File: src/rtl/notch_decimator.sv
// Block-average decimator by 2^DECIM_LOG2 with a small output FIFO and sticky overflow.
// Optional macro NOTCH_DECIM_ROUND_EN selects round-half-up instead of truncation.
module notch_decimator #(
  parameter int unsigned DECIM_LOG2 = 2,
  parameter int unsigned FIFO_DEPTH = 4
) (
  input  logic        clk,
  input  logic        reset_n,
  input  logic        in_valid,
  input  logic [15:0] x_in,
  output logic [15:0] y_out,
  output logic        out_valid,
  input  logic        out_ready,
  output logic        overflow,
  input  logic        clear_ovf
);

  localparam int unsigned ACC_W = 16 + DECIM_LOG2;
  localparam int unsigned AW    = $clog2(FIFO_DEPTH);
  localparam int unsigned PW    = AW + 1;

  logic signed [ACC_W-1:0] acc;
  logic signed [ACC_W-1:0] sum;
  logic signed [ACC_W-1:0] rsum;
  logic [DECIM_LOG2-1:0]   phase;
  logic [15:0]             result;

  logic [15:0]   mem [FIFO_DEPTH];
  logic [PW-1:0] wr_ptr, rd_ptr, wr_next, rd_next;
  logic          last, push, pop, full, push_ok, head_fwd;
  logic [15:0]   head_next;

  assign sum  = acc + ACC_W'($signed(x_in));

`ifdef NOTCH_DECIM_ROUND_EN
  localparam logic [ACC_W-1:0] HALF = ACC_W'(2 ** (DECIM_LOG2 - 1));
  assign rsum = sum + $signed(HALF);
`else
  assign rsum = sum;
`endif

  // Headroom of DECIM_LOG2 bits guarantees the shifted value fits in 16 bits.
  assign result  = 16'(rsum >>> DECIM_LOG2);

  assign last    = &phase;
  assign push    = in_valid & last;
  assign pop     = out_valid & out_ready;
  assign full    = (wr_ptr[AW-1:0] == rd_ptr[AW-1:0]) && (wr_ptr[AW] != rd_ptr[AW]);
  assign push_ok = push & (~full | pop);
  assign wr_next = wr_ptr + PW'(push_ok);
  assign rd_next = rd_ptr + PW'(pop);

  // Forward the incoming result when it lands in the slot that becomes the head.
  assign head_fwd  = push_ok && (rd_next[AW-1:0] == wr_ptr[AW-1:0]);
  assign head_next = head_fwd ? result : mem[rd_next[AW-1:0]];

  // Accumulator and phase counter
  always_ff @(posedge clk or negedge reset_n) begin
    if (!reset_n) begin
      acc   <= '0;
      phase <= '0;
    end else if (in_valid) begin
      if (last) begin
        acc   <= '0;
        phase <= '0;
      end else begin
        acc   <= sum;
        phase <= phase + DECIM_LOG2'(1);
      end
    end
  end

  // FIFO storage
  always_ff @(posedge clk) begin
    if (push_ok) mem[wr_ptr[AW-1:0]] <= result;
  end

  // FIFO pointers and registered head/valid
  always_ff @(posedge clk or negedge reset_n) begin
    if (!reset_n) begin
      wr_ptr    <= '0;
      rd_ptr    <= '0;
      out_valid <= 1'b0;
      y_out     <= '0;
    end else begin
      wr_ptr    <= wr_next;
      rd_ptr    <= rd_next;
      out_valid <= (wr_next != rd_next);
      if (wr_next != rd_next) y_out <= head_next;
    end
  end

  // Sticky overflow; a new drop wins over clear
  always_ff @(posedge clk or negedge reset_n) begin
    if (!reset_n) begin
      overflow <= 1'b0;
    end else if (push && full && !pop) begin
      overflow <= 1'b1;
    end else if (clear_ovf) begin
      overflow <= 1'b0;
    end
  end

endmodule

File: config.mk
export PLATFORM = sky130hd
export DESIGN_NAME = notch_decimator
export DESIGN_NICKNAME = d
export VERILOG_FILES = /design/src/rtl/notch_decimator.sv
export SDC_FILE = /design/constraint.sdc
export NUM_CORES = 1
export LEC_CHECK = 0
export ABC_CLOCK_PERIOD_IN_PS = 8000
export CAP_MARGIN = 20
export CORE_ASPECT_RATIO = 1.1
export CORE_MARGIN = 4
export CORE_UTILIZATION = 50
export CTS_CLUSTER_SIZE = 16
export DETAILED_ROUTE_END_ITERATION = 16
export MAX_ROUTING_LAYER = met4
export PLACE_DENSITY = 0.78
export SYNTH_ARGS = -nofsm -noshare
export SYNTH_HDL_FRONTEND = slang
export SYNTH_SLANG_ARGS = --single-unit
File: constraint.sdc
create_clock -name clk -period 8 [get_ports clk]
set_input_delay 1.2 -clock clk [delete_from_list [all_inputs] [get_ports clk]]
set_output_delay 1.2 -clock clk [all_outputs]
set_load 0.05 [all_outputs]
# Yosys cells after proc, flatten, opt, wreduce, memory -nomap -nowiden
# Memories as Yosys holds them, arrays and structs flattened. A register that Yosys moved wholly into a read port is not among the register bits.
# Index checks and enable logic that the tools add are counted.
# classes
bitwise_logic	5
mux	6
addsub	4
reduce_logical	7
eq_ne	3
# ops
cell	n
adder 18 x 16 -> 18 bit	1
two-way mux 18 bit	1
adder 3 x 1 -> 3 bit	2
two-way mux 1 bit	4
AND 1 bit	3
logical AND 1 bit	3
inequality test 3 bit	1
adder 2 x 1 -> 2 bit, second input constant	1
equality test 2 bit	1
zero test 1 bit	2
two-way mux 2 bit	1
AND reduction 2 bit	1
nonzero test 2 bit	1
inequality test 1 bit	1
inverter 1 bit	1
OR 1 bit	1
# word_totals
ram_bits	64
n_memories	1
out_inout_bits	18
ff_bits	28
elab_cells	32
inputBits	21
# mem_list
memory	depth	width	rd	rd_ports_with_merged_regs	wr	line	source
mem	4	16	1	1	1	28	logic [15:0] mem [FIFO_DEPTH];

# Depth between registers and ports, before layout
# depth
ltp_word	7
depth_mapped	14
mapped_depth_nobuf	12

# Worst setup path after synthesis
# No wires, ideal clock.
# synth_timing
path_kind	input-to-reg
from	in in_valid
to	mem mem[0][0], enable pin
setup_time_ps	413
t_arrival_ps	3053
slack_ps	4534
t_required_ps	7587
path_buffers	1
path_stages	4
path_cell_list	clkbuf_1 -> nand2_1 -> a41oi_2 -> nor3b_1
# synth_via
elab_chain_cells	4
# synth_lines
item	line	source
start, declared	9	input logic in_valid,
AND 1 bit	46	assign push = in_valid & last;
AND 1 bit	49	assign push_ok = push & (~full | pop);
two-way mux 1 bit	75	if (push_ok) mem[wr_ptr[AW-1:0]] <= result;
two-way mux 1 bit (not written as such)	75	
end, declared	28	
# No other way between the ends.

# Worst setup path after layout
# layout_timing
from	in in_valid
to	reg y_out[8] (read register of mem)
# layout_via
elab_chain_cells	4
# layout_lines
item	line	source
AND 1 bit	46	
AND 1 bit	49	
adder 3 x 1 -> 3 bit	50	assign wr_next = wr_ptr + PW'(push_ok);
named net wr_next[2]	29	logic [PW-1:0] wr_ptr, rd_ptr, wr_next, rd_next;
inequality test 3 bit	89	if (wr_next != rd_next) y_out <= head_next;
end, declared	11	output logic [15:0] y_out,
# The timed path passes the listed nets, and every way through them passes these cells.
# A chain may end at the register's enable or synchronous reset.

==> flow_metrics.env <==
export IMPL_num_vias=3332
export IMPL_nNetsFinal=459
export IMPL_rsz0062_at_grt="false"
export IMPL_worstRegToRegCells=12
export IMPL_synth_edf_count=64
export IMPL_cap_viol_max_count=0
export IMPL_p_leak_nw=2.34
export IMPL_layout_setup_ws_ps=3590
export IMPL_clk_latency_ps=370
export IMPL_syn_inst=384
export IMPL_r2r_end="y_out[8]"
export IMPL_grt_pass1_wl_mm=17.2
export IMPL_fmax_mhz=227
export IMPL_crit_start="in_valid"
export IMPL_ctsResizeCount=0
export IMPL_crit_buf_inv=2
export IMPL_antennaDiodeCount=0
export IMPL_final_antenna_net_count=0
export IMPL_synth_top_cell_by_area="edfxtp_1"
export IMPL_vias_per_cell=5.95
export IMPL_clkPwrFrac=0.109
export IMPL_cts_root_buf="clkbuf_8"
export IMPL_rows=38
export IMPL_synthDistinctLibCells=59
export IMPL_fp_dieH_um=115
export IMPL_hold_violations=0
export IMPL_async_flop_share=0.407
export IMPL_place_gp_congestion=0.911
export IMPL_critPathCapture="y_out[8]"
export IMPL_cts_made_buffers=9
export IMPL_critPathMaxStageDelay_ps=800
export IMPL_ir_worst_vdd_mv=0.163
export IMPL_outcome="finished clean"
export IMPL_combinationalPowerShare=0.539
export IMPL_synthFlopType="edfxtp_1"
export IMPL_seq_area_frac_synth=0.580
export IMPL_gr_total_overflow=0
export IMPL_pwr_share_seq=0.351
export IMPL_pwr_density_cell_nw_per_um2=453
export IMPL_intPower_w=0.00156
export IMPL_setup_violations=0
export IMPL_yosysWarnings=0
export IMPL_syn_avg_cell_area_um2=13.6
export IMPL_setup_tns_ps=0
export IMPL_synth_seq_cells=108
export IMPL_end_kind="flop"
export IMPL_die_area_um2=12100
export IMPL_drt_pass1_iter_count=4
export IMPL_whs_ps=495
export IMPL_wl_per_cell_um=19.1
export IMPL_holdBufCountCts=0
export IMPL_drc=0
export IMPL_synthesis_nets=428
export IMPL_grt_use_total=0.191
export IMPL_dp_hpwl_mm=7.43
export IMPL_crit_arrival_ps=4620
export IMPL_cts_sinks=108
export IMPL_grt_max_degree=45
export IMPL_synthTopCellsByArea="edfxtp_1 (37%), dfrtp_1 (21%), mux4_2 (6.9%)"
export IMPL_maxSlewViolCount=0
export IMPL_fin_skew_ps=16.9
export IMPL_tightest_slew_ps=1000
export IMPL_fin_util=0.589
export IMPL_antenna_found_initial=0
export IMPL_drt_iter0_drc=153
export IMPL_area_growth_pct=13.3
export IMPL_synth_area_um2=5220
export IMPL_h_tree_depth=3
export IMPL_synth_top_area_share=0.368
export IMPL_ios=39
export IMPL_required_ps=8210
export IMPL_switching_share=0.417
export IMPL_layout_drive_gt1_share=0.102
export IMPL_start_util=0.520
export IMPL_cts_tree="built"
export IMPL_path_max_fanout=26
export IMPL_cp_top_family="simple AND/OR/NAND/NOR gates"
export IMPL_switching_power_w=0.00111
export IMPL_reg2reg_from="phase[0]"
export IMPL_pre_cts_ws_ps=3190
export IMPL_hold_class="flop to flop"
export IMPL_wirelength_mm=10.7
export IMPL_die_w_um=105
export IMPL_fin_crit_ps=4410
export IMPL_path_cells="clkdlybuf4s50_1 -> nand2_1 -> a41oi_2 -> ha_1 -> ha_1 -> xor2_1 -> xor2_1 -> and3_1 -> inv_2 -> and3_1 -> a21oi_1 -> o31ai_1"
export IMPL_clk_pin_slew_worst_paths_ps=90
export IMPL_cp_slowest_cell="and3_1"
export IMPL_cp_depth=12
export IMPL_cts_buffer_depth=2
export IMPL_crit_path_start_kind="input pin"
export IMPL_design_core_area_um2=10000
export IMPL_grt_pass1_vias=3305
export IMPL_r2r_slack_ps=4380
export IMPL_period_share=0.551
export IMPL_slew_headroom=0.331
export IMPL_cts_setup_buffers=0
export IMPL_port_buffers=38
export IMPL_worst_setup_path_type="input pin to flop"
-- registers in the layout (all words and copies together), names as in the netlist --
register,count
phase,2
wr_ptr,3
out_valid,1
acc,18
overflow,1
mem,64
rd_ptr,3
y_out,16
-- kinds of logic (layout without fill, tap and decap cells) --
kind of cell | after synthesis | in the layout | synth area share
xor gates and xnor gates | 21 | 21 | 0.0353
DFF | 108 | 108 | 0.580
buffers and inverters | 32 | 68 | 0.0259
AOI/OAI and AO/OA | 96 | 96 | 0.138
muxes | 24 | 24 | 0.0849
and+or+nand+nor | 80 | 80 | 0.0801
adders and majority gates | 23 | 23 | 0.0566
-- through the flow --
step,std cells,total power [W],cell area [um^2]
finish,560,0.00268,5910
global route,560,0.00284,5910
CTS,558,0.00268,5880
detailed placement,542,0.00239,5720
global placement,541,0.00230,5690
floorplan,384,0.00200,5220
-- worst register-to-register path: stages, from the launching register on --
cell     delay (ps)
dfrtp_1         380
ha_1            280
nand2_1         170
a41oi_2         330
ha_1            210
ha_1            150
xor2_1          220
xor2_1          190
and3_1          800
inv_2           280
and3_1          230
a21oi_1         120
o31ai_1         110
-- cell usage after synthesis (all sizes together), types with 2 or more instances --
cell     number
a211o         4
a211oi        3
a21o          9
a21oi        22
a221o         5
a221oi        2
a22o         12
and3         16
buf           7
clkbuf       14
dfrtp        44
edfxtp       64
ha           22
inv          11
mux2          2
mux2i         6
mux4         16
nand2        25
nand2b        2
nand3         6
nand4         3
nor2         11
nor2b         2
nor3          4
nor3b         2
o211a         2
o21a          5
o21ai        13
o2bb2ai       4
o31ai         4
or4           2
xnor2        12
xor2          9
-- layout make-up --
type	count	area, um^2
Fill cell	794	4120
Sequential cell	108	3020
Multi-Input combinational cell	244	2070
Timing Repair Buffer	41	434
Tap cell	140	175
Clock buffer	13	149
Inverter	11	41.3
Clock inverter	3	13.8
-- placed cells by master (no fill, tap or decap), types with 6 or more instances in the layout --
master           instances
edfxtp_1                64
o21ai_1                  8
mux4_2                  16
nand2_1                 25
mux2i_1                  6
nand3_1                  6
a21oi_1                 22
nor2_1                   9
xnor2_1                 12
a22o_1                  12
dfrtp_1                 44
a21o_1                   9
ha_1                    22
clkbuf_8                10
and3_1                  16
xor2_1                   9
inv_1                   10
clkdlybuf4s50_1         37
-- how the worst min path moves through the flow --
stage | startpoint | endpoint | cells past startpoint
2_1_floorplan | phase[0] | phase[0] | 1
5_1_grt | y_out[1] | y_out[1] | 2
4_1_cts | phase[0] | phase[0] | 1
6_report | phase[0] | phase[0] | 1
3_5_place_dp | acc[0] | acc[0] | 1
3_3_place_gp | phase[0] | phase[0] | 1
-- per-layer routing --
| layer | vias up | routed length (um) | GRT usage |
|---|---|---|---|
| li1 | 1544 | - | - |
| met1 | 1686 | 4760 | 0.251 |
| met2 | 88 | 5190 | 0.299 |
| met3 | 14 | 479 | 0.0213 |
| met4 | 0 | 272 | 0.0927 |
| met5 | - | 0 | - |
-- power groups by stage --
| stage | Combinational (W) | Sequential (W) | Clock [W] |
|---|---|---|---|
| 2_1_floorplan | 0.000930 | 0.00107 | 0 |
| 3_3_place_gp | 0.00136 | 0.000948 | 0 |
| 3_5_place_dp | 0.00144 | 0.000950 | 0 |
| 4_1_cts | 0.00144 | 0.000940 | 0.000296 |
| 5_1_grt | 0.00157 | 0.000956 | 0.000319 |
| 6_report | 0.00144 | 0.000940 | 0.000293 |
No activity file was read; power rests on OpenSTA's default activity.
